[config.mk]
export PLATFORM = sky130hd
export DESIGN_NAME = blake2_host_ctrl
export DESIGN_NICKNAME = d
export VERILOG_FILES = /design/src/rtl/blake2_host_ctrl.sv
export SDC_FILE = /design/constraint.sdc
export NUM_CORES = 1
export LEC_CHECK = 0
export BUFFER_PORTS_ARGS = -buffer_cell sky130_fd_sc_hd__buf_2
export CAP_MARGIN = 40
export CORE_MARGIN = 1.5
export CORE_UTILIZATION = 56
export CTS_BUF_LIST = sky130_fd_sc_hd__clkbuf_8 sky130_fd_sc_hd__clkbuf_16
export CTS_CLUSTER_SIZE = 25
export DETAILED_ROUTE_END_ITERATION = 6
export PLACE_DENSITY = 0.9
export SYNTH_ARGS = -nofsm -noshare
export SYNTH_HDL_FRONTEND = slang
export SYNTH_SLANG_ARGS = --single-unit
export TNS_END_PERCENT = 50
[constraint.sdc]
create_clock -name clk -period 3.35 [get_ports clk]
set_clock_uncertainty 0.2 [all_clocks]
set_input_delay 0.67 -clock clk [delete_from_list [all_inputs] [get_ports clk]]
set_output_delay 0.67 -clock clk [all_outputs]
set_load 0.005 [all_outputs]
[src/rtl/blake2_host_ctrl.sv]
// Host-side byte sequencer for a BLAKE2s core: parses CONFIG, streams and pads
// message blocks to the core, and returns the first nn digest bytes to the host.
module blake2_host_ctrl #(
  parameter int BLOCK_BYTES = 64,
  parameter int HASH_BYTES  = 32,
  parameter int LEN_W       = 16
) (
  input  logic             clk,
  input  logic             rst_n,
  input  logic [7:0]       in_data_i,
  input  logic             in_cmd_i,
  input  logic             in_valid_i,
  output logic             in_ready_o,
  output logic [7:0]       core_data_o,
  output logic             core_valid_o,
  input  logic             core_ready_i,
  output logic             core_first_o,
  output logic             core_last_o,
  output logic [LEN_W-1:0] core_len_o,
  output logic [5:0]       core_nn_o,
  output logic             core_abort_o,
  input  logic [7:0]       res_data_i,
  input  logic             res_valid_i,
  output logic [7:0]       out_data_o,
  output logic             out_valid_o,
  output logic             busy_o,
  output logic             done_o,
  output logic             err_o
);

  localparam int BC_W = $clog2(BLOCK_BYTES);
  localparam int RC_W = $clog2(HASH_BYTES);
  localparam logic [BC_W-1:0] BC_MAX = BC_W'(BLOCK_BYTES - 1);
  localparam logic [RC_W-1:0] RC_MAX = RC_W'(HASH_BYTES - 1);
  localparam logic [7:0] CMD_CONFIG = 8'h01;

  localparam logic [2:0] S_IDLE     = 3'd0;
  localparam logic [2:0] S_CFG_NN   = 3'd1;
  localparam logic [2:0] S_CFG_LLO  = 3'd2;
  localparam logic [2:0] S_CFG_LHI  = 3'd3;
  localparam logic [2:0] S_LOAD     = 3'd4;
  localparam logic [2:0] S_PAD      = 3'd5;
  localparam logic [2:0] S_WAIT_RES = 3'd6;
  localparam logic [2:0] S_RES      = 3'd7;

  logic [2:0]       state;
  logic [BC_W-1:0]  bc;
  logic [LEN_W-1:0] rem;
  logic [RC_W-1:0]  rc;
  logic             first_q;
  logic [LEN_W:0]   room;
  logic             last_blk;
  logic [LEN_W-1:0] ll_new;

  // The current block is final when the remaining bytes fit in what is left of it.
  assign room     = (LEN_W+1)'(BLOCK_BYTES) - {{(LEN_W+1-BC_W){1'b0}}, bc};
  assign last_blk = ({1'b0, rem} <= room);
  assign ll_new   = LEN_W'({in_data_i, core_len_o[7:0]});
  assign busy_o   = (state != S_IDLE);

  always_comb begin
    in_ready_o   = 1'b0;
    core_valid_o = 1'b0;
    core_data_o  = 8'h00;
    core_first_o = 1'b0;
    core_last_o  = 1'b0;
    case (state)
      S_IDLE, S_CFG_NN, S_CFG_LLO, S_CFG_LHI: in_ready_o = 1'b1;
      S_LOAD: begin
        core_data_o  = in_data_i;
        core_valid_o = in_valid_i & ~in_cmd_i;
        in_ready_o   = in_cmd_i | core_ready_i;
        core_first_o = first_q;
        core_last_o  = last_blk;
      end
      S_PAD: begin
        core_valid_o = 1'b1;
        core_first_o = first_q;
        core_last_o  = 1'b1;
      end
      default: ;
    endcase
  end

  always_ff @(posedge clk) begin
    if (!rst_n) begin
      state        <= S_IDLE;
      bc           <= '0;
      rem          <= '0;
      rc           <= '0;
      first_q      <= 1'b0;
      core_len_o   <= '0;
      core_nn_o    <= '0;
      core_abort_o <= 1'b0;
      out_data_o   <= 8'h00;
      out_valid_o  <= 1'b0;
      done_o       <= 1'b0;
      err_o        <= 1'b0;
    end else begin
      out_valid_o  <= 1'b0;
      done_o       <= 1'b0;
      core_abort_o <= 1'b0;
      if (res_valid_i && state != S_WAIT_RES && state != S_RES) err_o <= 1'b1;
      case (state)
        S_IDLE: if (in_valid_i) begin
          if (in_cmd_i && in_data_i == CMD_CONFIG) begin
            err_o <= 1'b0;
            state <= S_CFG_NN;
          end else begin
            err_o <= 1'b1;
          end
        end
        S_CFG_NN: if (in_valid_i) begin
          if (in_cmd_i || in_data_i == 8'h00 || in_data_i > 8'(HASH_BYTES)) begin
            err_o <= 1'b1;
            state <= S_IDLE;
          end else begin
            core_nn_o <= in_data_i[5:0];
            state     <= S_CFG_LLO;
          end
        end
        S_CFG_LLO: if (in_valid_i) begin
          if (in_cmd_i) begin
            err_o <= 1'b1;
            state <= S_IDLE;
          end else begin
            core_len_o[7:0] <= in_data_i;
            state           <= S_CFG_LHI;
          end
        end
        S_CFG_LHI: if (in_valid_i) begin
          if (in_cmd_i) begin
            err_o <= 1'b1;
            state <= S_IDLE;
          end else begin
            core_len_o <= ll_new;
            bc         <= '0;
            rc         <= '0;
            rem        <= ll_new;
            first_q    <= 1'b1;
            state      <= (ll_new == '0) ? S_PAD : S_LOAD;
          end
        end
        S_LOAD: begin
          if (in_valid_i && in_cmd_i) begin
            core_abort_o <= 1'b1;
            err_o        <= 1'b1;
            state        <= S_IDLE;
          end else if (core_valid_o && core_ready_i) begin
            bc  <= bc + 1'b1;
            rem <= rem - 1'b1;
            if (bc == BC_MAX) first_q <= 1'b0;
            if (rem == LEN_W'(1)) state <= (bc == BC_MAX) ? S_WAIT_RES : S_PAD;
          end
        end
        S_PAD: if (core_ready_i) begin
          bc <= bc + 1'b1;
          if (bc == BC_MAX) begin
            first_q <= 1'b0;
            state   <= S_WAIT_RES;
          end
        end
        S_WAIT_RES, S_RES: if (res_valid_i) begin
          if ({1'b0, rc} < core_nn_o) begin
            out_data_o  <= res_data_i;
            out_valid_o <= 1'b1;
          end
          if (rc == RC_MAX) begin
            rc     <= '0;
            done_o <= 1'b1;
            state  <= S_IDLE;
          end else begin
            rc    <= rc + 1'b1;
            state <= S_RES;
          end
        end
        default: state <= S_IDLE;
      endcase
    end
  end

endmodule

# After elaboration in Yosys (flattened, before gate mapping)
# Cells that the tools add are included.
# Widths: inputs -> output; s select.
classes:
  addsub: 4
  magnitude_cmp: 3
  eq_ne: 26
  mux: 62
  bitwise: 5
  n_reduce_logical: 28
op_table:
  columns: ["op", "count"]
  rows:
  - ["$mux 16", 4]
  - ["$mux 3", 13]
  - ["$mux 8", 4]
  - ["$pmux 16 s2", 1]
  - ["$mux 6", 5]
  - ["$ne 2x2->1 const B", 11]
  - ["$pmux 3 s7", 1]
  - ["$mux 5", 4]
  - ["$mux 1", 19]
  - ["$pmux 6 s3", 1]
  - ["$le 16x17->1", 1]
  - ["$eq 16x1->1 const B", 1]
  - ["$logic_not 16->1", 1]
  - ["$pmux 8 s2", 1]
  - ["$sub 16x1->16 const B", 1]
  - ["$eq 3x3->1 const B", 4]
  - ["$ne 3x3->1 const B", 4]
  - ["$reduce_and 3->1", 4]
  - ["$pmux 5 s2", 1]
  - ["$reduce_and 10->1", 1]
  - ["$eq 8x1->1 const B", 1]
  - ["$gt 8x6->1 const B", 1]
  - ["$logic_not 8->1", 1]
  - ["$reduce_and 4->1", 2]
  - ["other kinds (25)", 41]
word_totals:
  ff_bits: 65
  in_bits: 22
  output_inout_bits: 47
  word_cells: 141

# Depth between registers and ports, before layout
# Gate-level depths: netlist of run 1.
depth:
  ltp_word: 7
  mapped_depth: 9
  depth_no_buf: 9

# Least setup slack after synthesis of run 1
# No wires, ideal clock.
synth_path:
  path_kind: "reg2out"
  from: "register bc[2]"
  to: "output core_last_o"
  arrival_time_ns: 1.890
  required_ns: 2.480
  path_slack_ns: 0.590
  path_stages_with_launch: 10
  n_path_buf: 1
  path_cell_list: "dfxtp_1 clkbuf_1 nor3_1 nor3b_1 xor2_1 ha_1 nand4_1 a21oi_1 a211oi_1 o311a_1"
synth_via:
  elab_chain_len: 3
synth_lines:
  columns: ["element", "line_no", "text"]
  rows:
  - ["from (decl)", "47", "logic [BC_W-1:0] bc;"]
  - ["from (signal assigned)", "150", "bc <= bc + 1'b1;"]
  - ["from (signal assigned)", "157", "bc <= bc + 1'b1;"]
  - ["$sub 7x6->8", "56", "assign room = (LEN_W+1)'(BLOCK_BYTES) - {{(LEN_W+1-BC_W){1'b0}}, bc};"]
  - ["$le 16x17->1", "57", "assign last_blk = ({1'b0, rem} <= room);"]
  - ["$pmux 1 s2", "67", "case (state)"]
  - ["to (decl)", "18", "output logic core_last_o,"]
# Every way passes these cells.

# Worst setup path in the final report of run 1
layout_path:
  from: "register bc[0]"
  to: "output core_last_o"
# The elaborated chain is that of the path after synthesis.

==> results.json, run 1 <==
{
  "grt_usage_pct": 30.7,
  "cp_max_fo": 6,
  "synth-xor-area-share_pct": 1.86,
  "finalCriticalPeriod_ps": 3270,
  "syn_nets": 520,
  "fp.dieH_um": 85.0,
  "worstSkewPairLatency_ps": 350,
  "synth-compound-area-share_pct": 19.0,
  "gp_congestion": 0.965,
  "final_antenna_net_count": 0,
  "htreeDepth": 3,
  "dp_hpwl_um": 7520,
  "std_cell_rows": 29,
  "yosys.area_share.simple_pct": 27.8,
  "start_util_pct": 58.7,
  "yosysWarnings": 0,
  "area_delta_synth_final_pct": 19.8,
  "cts_tree": "done",
  "drt_iter0_markers": 401,
  "syn_area_per_cell_um2": 7.83,
  "hold_class": "reg2reg",
  "grt_max_degree": 29,
  "nNetsFinal": 584,
  "io_pins": 69,
  "io_buffers": 68,
  "cts_max_path_buffers": 2,
  "grt-busiest-layer": "met2",
  "hold_ws_ps": 263,
  "clkSlewWorstSetupHoldPaths_ps": 80,
  "seq_area_frac_synth_pct": 34.5,
  "cp.required_ps": 2480,
  "setup.worst_path.end_class": "output pin",
  "vias_per_cell": 6.28,
  "netlist_area_um2": 3770,
  "cts.sinks": 65,
  "cp.arrival_ps": 2400,
  "grt_pass1_vias": 3695,
  "worstPathBufferInverterCount": 2,
  "root_buffer": "clkbuf_8",
  "setup_violations": 0,
  "seq_area_um2": 1310,
  "path_cells": "inv_2 > ha_4 > nand2_2 > or3_4 > ha_4 > nand4_1 > a21oi_2 > a211oi_2 > o311a_1 > buf_2",
  "ir_drop_uv": 309,
  "tightestPinTransition_ps": 898,
  "wl_per_cell_um": 17.6,
  "multi_input_area_um2": 2350,
  "antenna_found_initial": 0,
  "overflow": 0,
  "power_mw": 1.64,
  "final_common_cell": "buf_2",
  "slew-limit-headroom_pct": 39.8,
  "synth_edf_count": 0,
  "powerDensity_nw_per_um2": 363,
  "grtUsageMet3_pct": 6.13,
  "status": "complete, but fails checks",
  "mostFrequentLayoutCells": "buf_2 (68), nand2_1 (64), dfxtp_1 (61), nor2_1 (54), a21oi_1 (39)",
  "p_leak_nw": 1.86,
  "yosysUniqueCellTypes": 57,
  "crit_top_cell": "ha_4",
  "finalHoldViolCount": 0,
  "slowest_delay_ps": 390,
  "rrSetupSlack_ps": 720,
  "grt_pass1_wl_um": 17600,
  "muxShareOfSynthArea_pct": 6.11,
  "max_cap_violations": 0,
  "start_kind": "register",
  "ys_async_sr_fraction_pct": 0,
  "numCtsBuffers": 9,
  "slew_viol_final": 0,
  "dieArea_um2": 7230,
  "antennaDiodeCount": 0,
  "crit_family": "simple AND/OR/NAND/NOR gates",
  "use_met2_pct": 49.9,
  "fillers": 471,
  "worstSetupPathType": "reg2out",
  "yosys_most_used_dff": "dfxtp_1",
  "clock.fmax_ghz": 0.306,
  "drive_gt1_share_pct": 22.9,
  "first_pass_iters": 7,
  "die_w_um": 85.0,
  "grtUsageMet1_pct": 39.3,
  "synth_fa_ha_area_share_pct": 5.64,
  "routed_wl_um": 11000,
  "drc": 3,
  "ctsHoldBuffers": 0,
  "core_um2": 6420,
  "ys_seq_elements": 65,
  "vias": 3940,
  "violations": "design-rule violations",
  "period_share_pct": 97.5,
  "synth_top_family_by_area": "simple AND/OR/NAND/NOR gates",
  "synth_cells": 481,
  "slowest_stage": "or3_4"
}
-- report_power, final --
group | internal (mW) | switching [mW] | total (mW)
Combinational | 0.0296 | 0.0591 | 0.0887
Sequential | 0.772 | 0.00600 | 0.778
Clock | 0.442 | 0.329 | 0.771
Total | 1.24 | 0.394 | 1.64
-- stage by stage --
stage	area (um2)	worst slack (ps)	setup TNS (ps)	cells	util, %
after detailed placement	4170	274	0	606	65.0
after global placement	4170	480	0	606	65.0
after floorplan	3770	590	0	481	-
final	4520	83.1	0	627	70.3
after CTS	4420	5.17	0	622	68.8
after global routing	4520	-14.6	-14.6	627	70.3
-- metal layers --
layer  routed length, um  share of wire, %
met1                4480                41
met2                5260                48
met3                 978               8.9
met4                 295               2.7
met5                   0                 0
-- worst min-delay path: stages, from the launching register on --
cell and delay, ps:
dfxtp_1 320, nand2_1 50, a21oi_1 50
-- cells by family after synthesis --
kind of cell               after synthesis
AOI/OAI and AO/OA                      113
xor gates and xnor gates                 8
DFF                                     65
muxes                                   23
adders and majority gates               17
buffers and inverters                   49
and+or+nand+nor                        206
-- worst paths after layout --
kind,from,to,depth (start not counted)
max reg2reg,state[0]$_SDFFE_PN0P_,core_len_o[15]$_SDFFE_PN0P_,5
max,bc[0]$_SDFFE_PN0P_,core_last_o,10
min,core_len_o[9]$_SDFFE_PN0P_,core_len_o[9]$_SDFFE_PN0P_,2
min reg2reg,core_len_o[9]$_SDFFE_PN0P_,core_len_o[9]$_SDFFE_PN0P_,2
-- synth_stat cells, types with 8 or more instances --
master | count | area, um2
and3_1 | 8 | 50.1
inv_1 | 16 | 60.1
mux2i_1 | 23 | 230
nand2_1 | 65 | 244
nor2_1 | 55 | 206
and2_1 | 14 | 87.6
nor3_1 | 11 | 55.1
ha_1 | 17 | 213
nand3_1 | 11 | 55.1
dfxtp_1 | 65 | 1300
a21oi_1 | 40 | 200
clkbuf_1 | 26 | 97.6
o21ai_0 | 21 | 105
-- registers in the layout, indices dropped and copies added, names as in the netlist --
register	flops
err_o	1
rem	16
core_abort_o	1
done_o	1
rc	5
core_len_o	16
first_q	1
bc	6
out_valid_o	1
state	3
core_nn_o	6
out_data_o	8
-- layout make-up --
cell class | count | share of cell area (%)
inverter | 17 | 1.41
timing repair buffer | 85 | 10.4
sequential | 65 | 29.0
clock inverter | 6 | 2.00
multi-input combinational | 367 | 52.0
tap | 77 | 2.13
clock buffer | 10 | 3.05
-- what timing repair did --
action	CTS	global route
pin swaps	0	6
hold endpoints to repair	0	0
setup buffers	0	5
gates resized for setup	4	17
setup endpoints to repair	1	1
Power figures use the tool's default switching activity.
==> run 2: changes to the inputs <==
==> constraint.sdc (replaced) <==
create_clock -name clk -period 3.35 [get_ports clk]
set_clock_uncertainty 0.2 [all_clocks]
set_input_delay 0.1675 -clock clk [delete_from_list [all_inputs] [get_ports clk]]
set_output_delay 0.1675 -clock clk [all_outputs]
set_load 0.005 [all_outputs]
==> run 2 against run 1 <==
Against the previous run: the flow still finishes with violations (design-rule violations); register-to-register slack improved by 20 ps; combinational power increased by 14%; first-iteration DRC count decreased by 31%; sequential cell count unchanged; global-route usage decreased by 0.64 points; critical path type unchanged; critical endpoint unchanged.
==> results.json, run 2 (synthesis gave the netlist of run 1 again) <==
{
  "final_common_cell": "buf_2",
  "fp.dieH_um": 85.0,
  "clock.fmax_ghz": 0.350,
  "path_depth": 10,
  "placed_cells_incl_taps": 601,
  "worstSetupPathType": "reg2out",
  "htreeDepth": 3,
  "rsz0062_at_grt": "false",
  "routed_wl_um": 10700,
  "cts_max_path_buffers": 2,
  "mostFrequentLayoutCells": "buf_2 (68), nand2_1 (65), dfxtp_1 (65), nor2_1 (55), a21oi_1 (40)",
  "multi_input_area_um2": 2280,
  "max_cap_violations": 0,
  "antenna_found_initial": 0,
  "overflow": 0,
  "grt_pass1_vias": 3718,
  "antennaDiodeCount": 0,
  "critPathCapture": "core_last_o",
  "first_pass_iters": 7,
  "io_buffers": 68,
  "drt_iter0_markers": 275,
  "setup_violations": 0,
  "crit_top_cell": "ha_1",
  "worstPathBufferInverterCount": 2,
  "io_pins": 69,
  "final_area_um2": 4520,
  "grt_pass1_wl_um": 17400,
  "hold_ws_ps": 51.2,
  "cts_tree": "done",
  "slowest_stage": "dfxtp_1",
  "worstSkewPairLatency_ps": 350,
  "slowest_delay_ps": 380,
  "std_cell_rows": 29,
  "cts.sinks": 65,
  "crit_family": "simple AND/OR/NAND/NOR gates",
  "hold_class": "in2reg",
  "rrSetupSlack_ps": 740,
  "layout_setup_ws_ps": 497,
  "cts_setup_buffers": 0,
  "final_cells": 634,
  "reg2reg_depth": 5,
  "dp_hpwl_um": 7160,
  "numCtsBuffers": 9,
  "cp.arrival_ps": 2490,
  "vias_per_cell": 6.10,
  "nNetsFinal": 591,
  "cp_max_fo": 7,
  "grt_usage_pct": 30.0,
  "final_antenna_net_count": 0,
  "die_w_um": 85.0,
  "gp_congestion": 0.916,
  "period_share_pct": 85.2,
  "reg2reg_from": "state[0]$_SDFFE_PN0P_",
  "p_leak_nw": 1.87,
  "status": "complete, but fails checks",
  "drive_gt1_share_pct": 18.1,
  "tightestPinTransition_ps": 953,
  "clkSlewWorstSetupHoldPaths_ps": 70,
  "finalHoldViolCount": 0,
  "path_cells": "inv_1 > ha_1 > nand2_1 > or3_1 > ha_1 > nand4_1 > a21oi_1 > a211oi_1 > o311a_1 > buf_2",
  "slew_viol_final": 0,
  "crit_start": "bc[0]$_SDFFE_PN0P_",
  "grt_max_degree": 34,
  "fillers": 494,
  "area_delta_synth_final_pct": 19.9,
  "core_um2": 6420,
  "start_util_pct": 58.7,
  "seq_area_um2": 1300,
  "setup.worst_path.end_class": "output pin",
  "tns_ps": 0,
  "timing.rr.end": "core_nn_o[0]$_SDFFE_PN0P_",
  "root_buffer": "clkbuf_8",
  "start_kind": "register",
  "ir_drop_uv": 343,
  "top_regs": "core_len_o: 16 flops, rem: 16 flops, out_data_o: 8 flops",
  "drc": 3,
  "violations": "design-rule violations",
  "powerDensity_nw_per_um2": 353,
  "vias": 3865,
  "place_worst_setup_slack_ps": 886,
  "finalCriticalPeriod_ps": 2850,
  "dpl-instance-area_um2": 4140,
  "dieArea_um2": 7230,
  "slew-limit-headroom_pct": 36.5,
  "wl_per_cell_um": 16.8,
  "cp.required_ps": 2980
}
-- run 2: layout make-up --
class,count,area share (%)
clock inverters,6,1.61
inverters,17,1.41
well taps,77,2.13
flip-flops and latches,65,28.8
multi-input cells,367,50.5
repair buffers,92,12.5
clock buffers,10,3.05
-- run 2: repair_timing --
item                                    CTS  global route
hold buffers                             17             0
hold endpoints to repair                 22             0
endpoints found under the setup margin    0             0
gates resized for setup                   0             0
-- run 2: per-layer routing --
| metal | GRT usage (%) | share of wire, % | wire length [um] |
|---|---|---|---|
| met5 | 0 | 0 | 0 |
| met2 | 50.6 | 48 | 5160 |
| met4 | 10.7 | 2.3 | 241 |
| met3 | 7.68 | 7.6 | 812 |
| met1 | 37.2 | 42 | 4440 |
-- run 2: worst min-delay path by stage --
stage,from,to,slack [ps],depth (start not counted)
global placement,res_data_i[1],out_data_o[1]$_SDFFE_PN0P_,210,3
CTS,in_valid_i,core_abort_o$_SDFF_PN0_,30,3
global route,in_valid_i,core_abort_o$_SDFF_PN0_,60,3
floorplan,in_data_i[2],core_len_o[10]$_SDFFE_PN0P_,100,2
detailed placement,res_data_i[0],out_data_o[0]$_SDFFE_PN0P_,230,3
finish,in_valid_i,core_abort_o$_SDFF_PN0_,50,3
-- run 2: worst min-delay path: stages --
cell	delay (ps)
buf_2	160
nand2_1	140
nor3_1	80
-- run 2: stage by stage --
step / total power [mW] / util [%]
4_1_cts: 1.59 / 70.3
5_1_grt: 1.64 / 70.3
3_5_place_dp: 0.878 / 64.4
3_3_place_gp: 0.876 / 64.4
6_report: 1.60 / 70.3
2_1_floorplan: 0.840 / -
-- run 2: power breakdown --
| group | switching [mW] | total [mW] | internal (mW) |
|---|---|---|---|
| Sequential | 0.00538 | 0.779 | 0.774 |
| Combinational | 0.0612 | 0.101 | 0.0402 |
| Clock | 0.340 | 0.716 | 0.376 |
| Total | 0.406 | 1.60 | 1.19 |
==> run 3: changes to the inputs <==
--- a/config.mk
+++ b/config.mk
@@ -7,6 +7,7 @@
 export LEC_CHECK = 0
 export BUFFER_PORTS_ARGS = -buffer_cell sky130_fd_sc_hd__buf_2
 export CAP_MARGIN = 40
+export CORE_ASPECT_RATIO = 0.5
 export CORE_MARGIN = 1.5
 export CORE_UTILIZATION = 56
 export CTS_BUF_LIST = sky130_fd_sc_hd__clkbuf_8 sky130_fd_sc_hd__clkbuf_16
==> run 3 against run 2 <==
Against the previous run: the run still ends with design-rule violations left; power rose by 15%; combinational power rose by 5%; register-to-register slack worse by 60 ps; wire length is 15% higher; global-route usage grew 5.2 points; critical path type unchanged; core utilization grew 3.5 points; via count rose by 7.4%; maximum frequency fell by 2.1%.
==> results.json, run 3 (synthesis gave the netlist of run 1 again) <==
{
  "p_int_mw": 1.39,
  "grt-busiest-layer": "met2",
  "period_share_pct": 87.0,
  "drc": 13,
  "std_cell_rows": 20,
  "vias_per_cell": 6.41,
  "p_leak_nw": 1.91,
  "grtUsageMet3_pct": 10.5,
  "finalHoldViolCount": 0,
  "die_w_um": 119,
  "use_met2_pct": 57.8,
  "grtUsageMet1_pct": 41.3,
  "slew_viol_final": 0,
  "status": "complete, but fails checks",
  "antenna_found_initial": 0,
  "cts_max_path_buffers": 2,
  "cp.required_ps": 2980,
  "antennaDiodeCount": 0,
  "drive_gt1_share_pct": 18.2,
  "grt_max_degree": 34,
  "slowest_stage": "dfxtp_1",
  "crit_family": "compound AO/OA/AOI/OAI gates",
  "max_cap_violations": 0,
  "start_util_pct": 60.0,
  "wl_per_cell_um": 18.9,
  "tightestPinTransition_ps": 777,
  "clkSlewWorstSetupHoldPaths_ps": 50,
  "path_cells": "inv_1 > ha_1 > nand2_1 > or3_1 > ha_1 > nand4_1 > a21oi_1 > a211oi_1 > o311a_1 > buf_2",
  "dp_hpwl_um": 7320,
  "cp.arrival_ps": 2550,
  "nNetsFinal": 593,
  "hold_class": "in2reg",
  "final_area_um2": 4640,
  "fillers": 440,
  "final_cells": 647,
  "area_delta_synth_final_pct": 23.1,
  "combPwrFrac_pct": 5.8,
  "root_buffer": "clkbuf_16",
  "clkPwrFrac_pct": 51.5,
  "cts_tree": "done",
  "rrSetupSlack_ps": 680,
  "worstSetupPathType": "reg2out",
  "finalCriticalPeriod_ps": 2910,
  "vias": 4150,
  "numCtsBuffers": 9,
  "grt_usage_pct": 35.3,
  "hold_ws_ps": 93.2,
  "first_pass_iters": 7,
  "rsz0062_at_grt": "false",
  "io_buffers": 68,
  "final_antenna_net_count": 0,
  "mostFrequentLayoutCells": "buf_2 (68), nand2_1 (65), dfxtp_1 (65), nor2_1 (55), a21oi_1 (40)",
  "htreeDepth": 3,
  "io_pins": 69,
  "top_regs": "core_len_o: 16 flops, rem: 16 flops, out_data_o: 8 flops",
  "slowest_delay_ps": 380,
  "cts.sinks": 65,
  "drt_iter0_markers": 549,
  "tns_ps": 0,
  "clock.fmax_ghz": 0.343,
  "dpl-instance-area_um2": 4170,
  "start_kind": "register",
  "dieArea_um2": 7260,
  "cts_setup_buffers": 0,
  "grt_pass1_vias": 3808,
  "slew-limit-headroom_pct": 48.1,
  "worstPathBufferInverterCount": 2,
  "ir_drop_uv": 259,
  "cp_max_fo": 7,
  "crit_top_cell": "ha_1",
  "power.switching_mw": 0.439,
  "worstSkewPairLatency_ps": 340,
  "routed_wl_um": 12200,
  "setup.worst_path.end_class": "output pin",
  "final_common_cell": "buf_2",
  "swShare_pct": 24.0,
  "gp_congestion": 0.953,
  "overflow": 0,
  "seq_power_share_pct": 42.7,
  "grt_pass1_wl_um": 19300,
  "violations": "design-rule violations",
  "fp.dieH_um": 61.0,
  "placed_cells_incl_taps": 614,
  "core_um2": 6280,
  "setup_violations": 0,
  "powerDensity_nw_per_um2": 394
}
run 3: cell count changes in the layout (fill, tap and decap cells not counted), moves of 2 or more:
cell / change
clkbuf_8: -10
inv_6: -2
clkbuf_16: +9
clkinvlp_4: +2
run 3: path summary, 6_finish.rpt:
check / from / to / cells after the start
max: bc[0]$_SDFFE_PN0P_ / core_last_o / 10
min: in_valid_i / core_abort_o$_SDFF_PN0_ / 3
max reg2reg: state[0]$_SDFFE_PN0P_ / core_nn_o[0]$_SDFFE_PN0P_ / 5
min reg2reg: core_len_o[13]$_SDFFE_PN0P_ / core_len_o[13]$_SDFFE_PN0P_ / 2
run 3: power groups by stage:
stage	sequential, mW	combinational, mW	clock, mW
2_1_floorplan	0.793	0.0472	0
3_3_place_gp	0.797	0.0810	0
3_5_place_dp	0.797	0.0815	0
4_1_cts	0.780	0.0979	0.936
5_1_grt	0.780	0.110	0.982
6_report	0.780	0.106	0.943
run 3: metal layers:
metal	part of all wire, %	wire length, um
met5	0	0
met4	5.9	721
met3	12	1490
met2	44	5430
met1	38	4600
run 3: final cells by class:
| type | instances | area, um2 | share of cell area (%) |
|---|---|---|---|
| clock buffer | 9 | 225 | 4.85 |
| clock inverter | 7 | 71.3 | 1.54 |
| timing repair buffer | 94 | 586 | 12.6 |
| inverter | 17 | 63.8 | 1.38 |
| multi-input combinational | 367 | 2280 | 49.2 |
| tap | 88 | 110 | 2.37 |
| sequential | 65 | 1300 | 28.0 |
run 3: worst reg2reg max path, delay by kind of cell (launching register included):
family | cells | cell delay, ps
mux | 1 | 300
flops | 1 | 710
simple gates | 4 | 1290
run 3: timing repair:
action / in CTS / in global routing
resized for setup: 0 / 0
hold endpoints to repair: 17 / 0
endpoints found under the setup margin: 0 / 0
hold buffers: 17 / 0
run 3: metrics by stage:
step	power (mW)	worst slack [ps]	util [%]
floorplan	0.840	1090	-
global placement	0.878	911	66.2
detailed placement	0.878	866	66.4
CTS	1.81	446	73.9
global route	1.87	325	73.9
finish	1.83	437	73.9
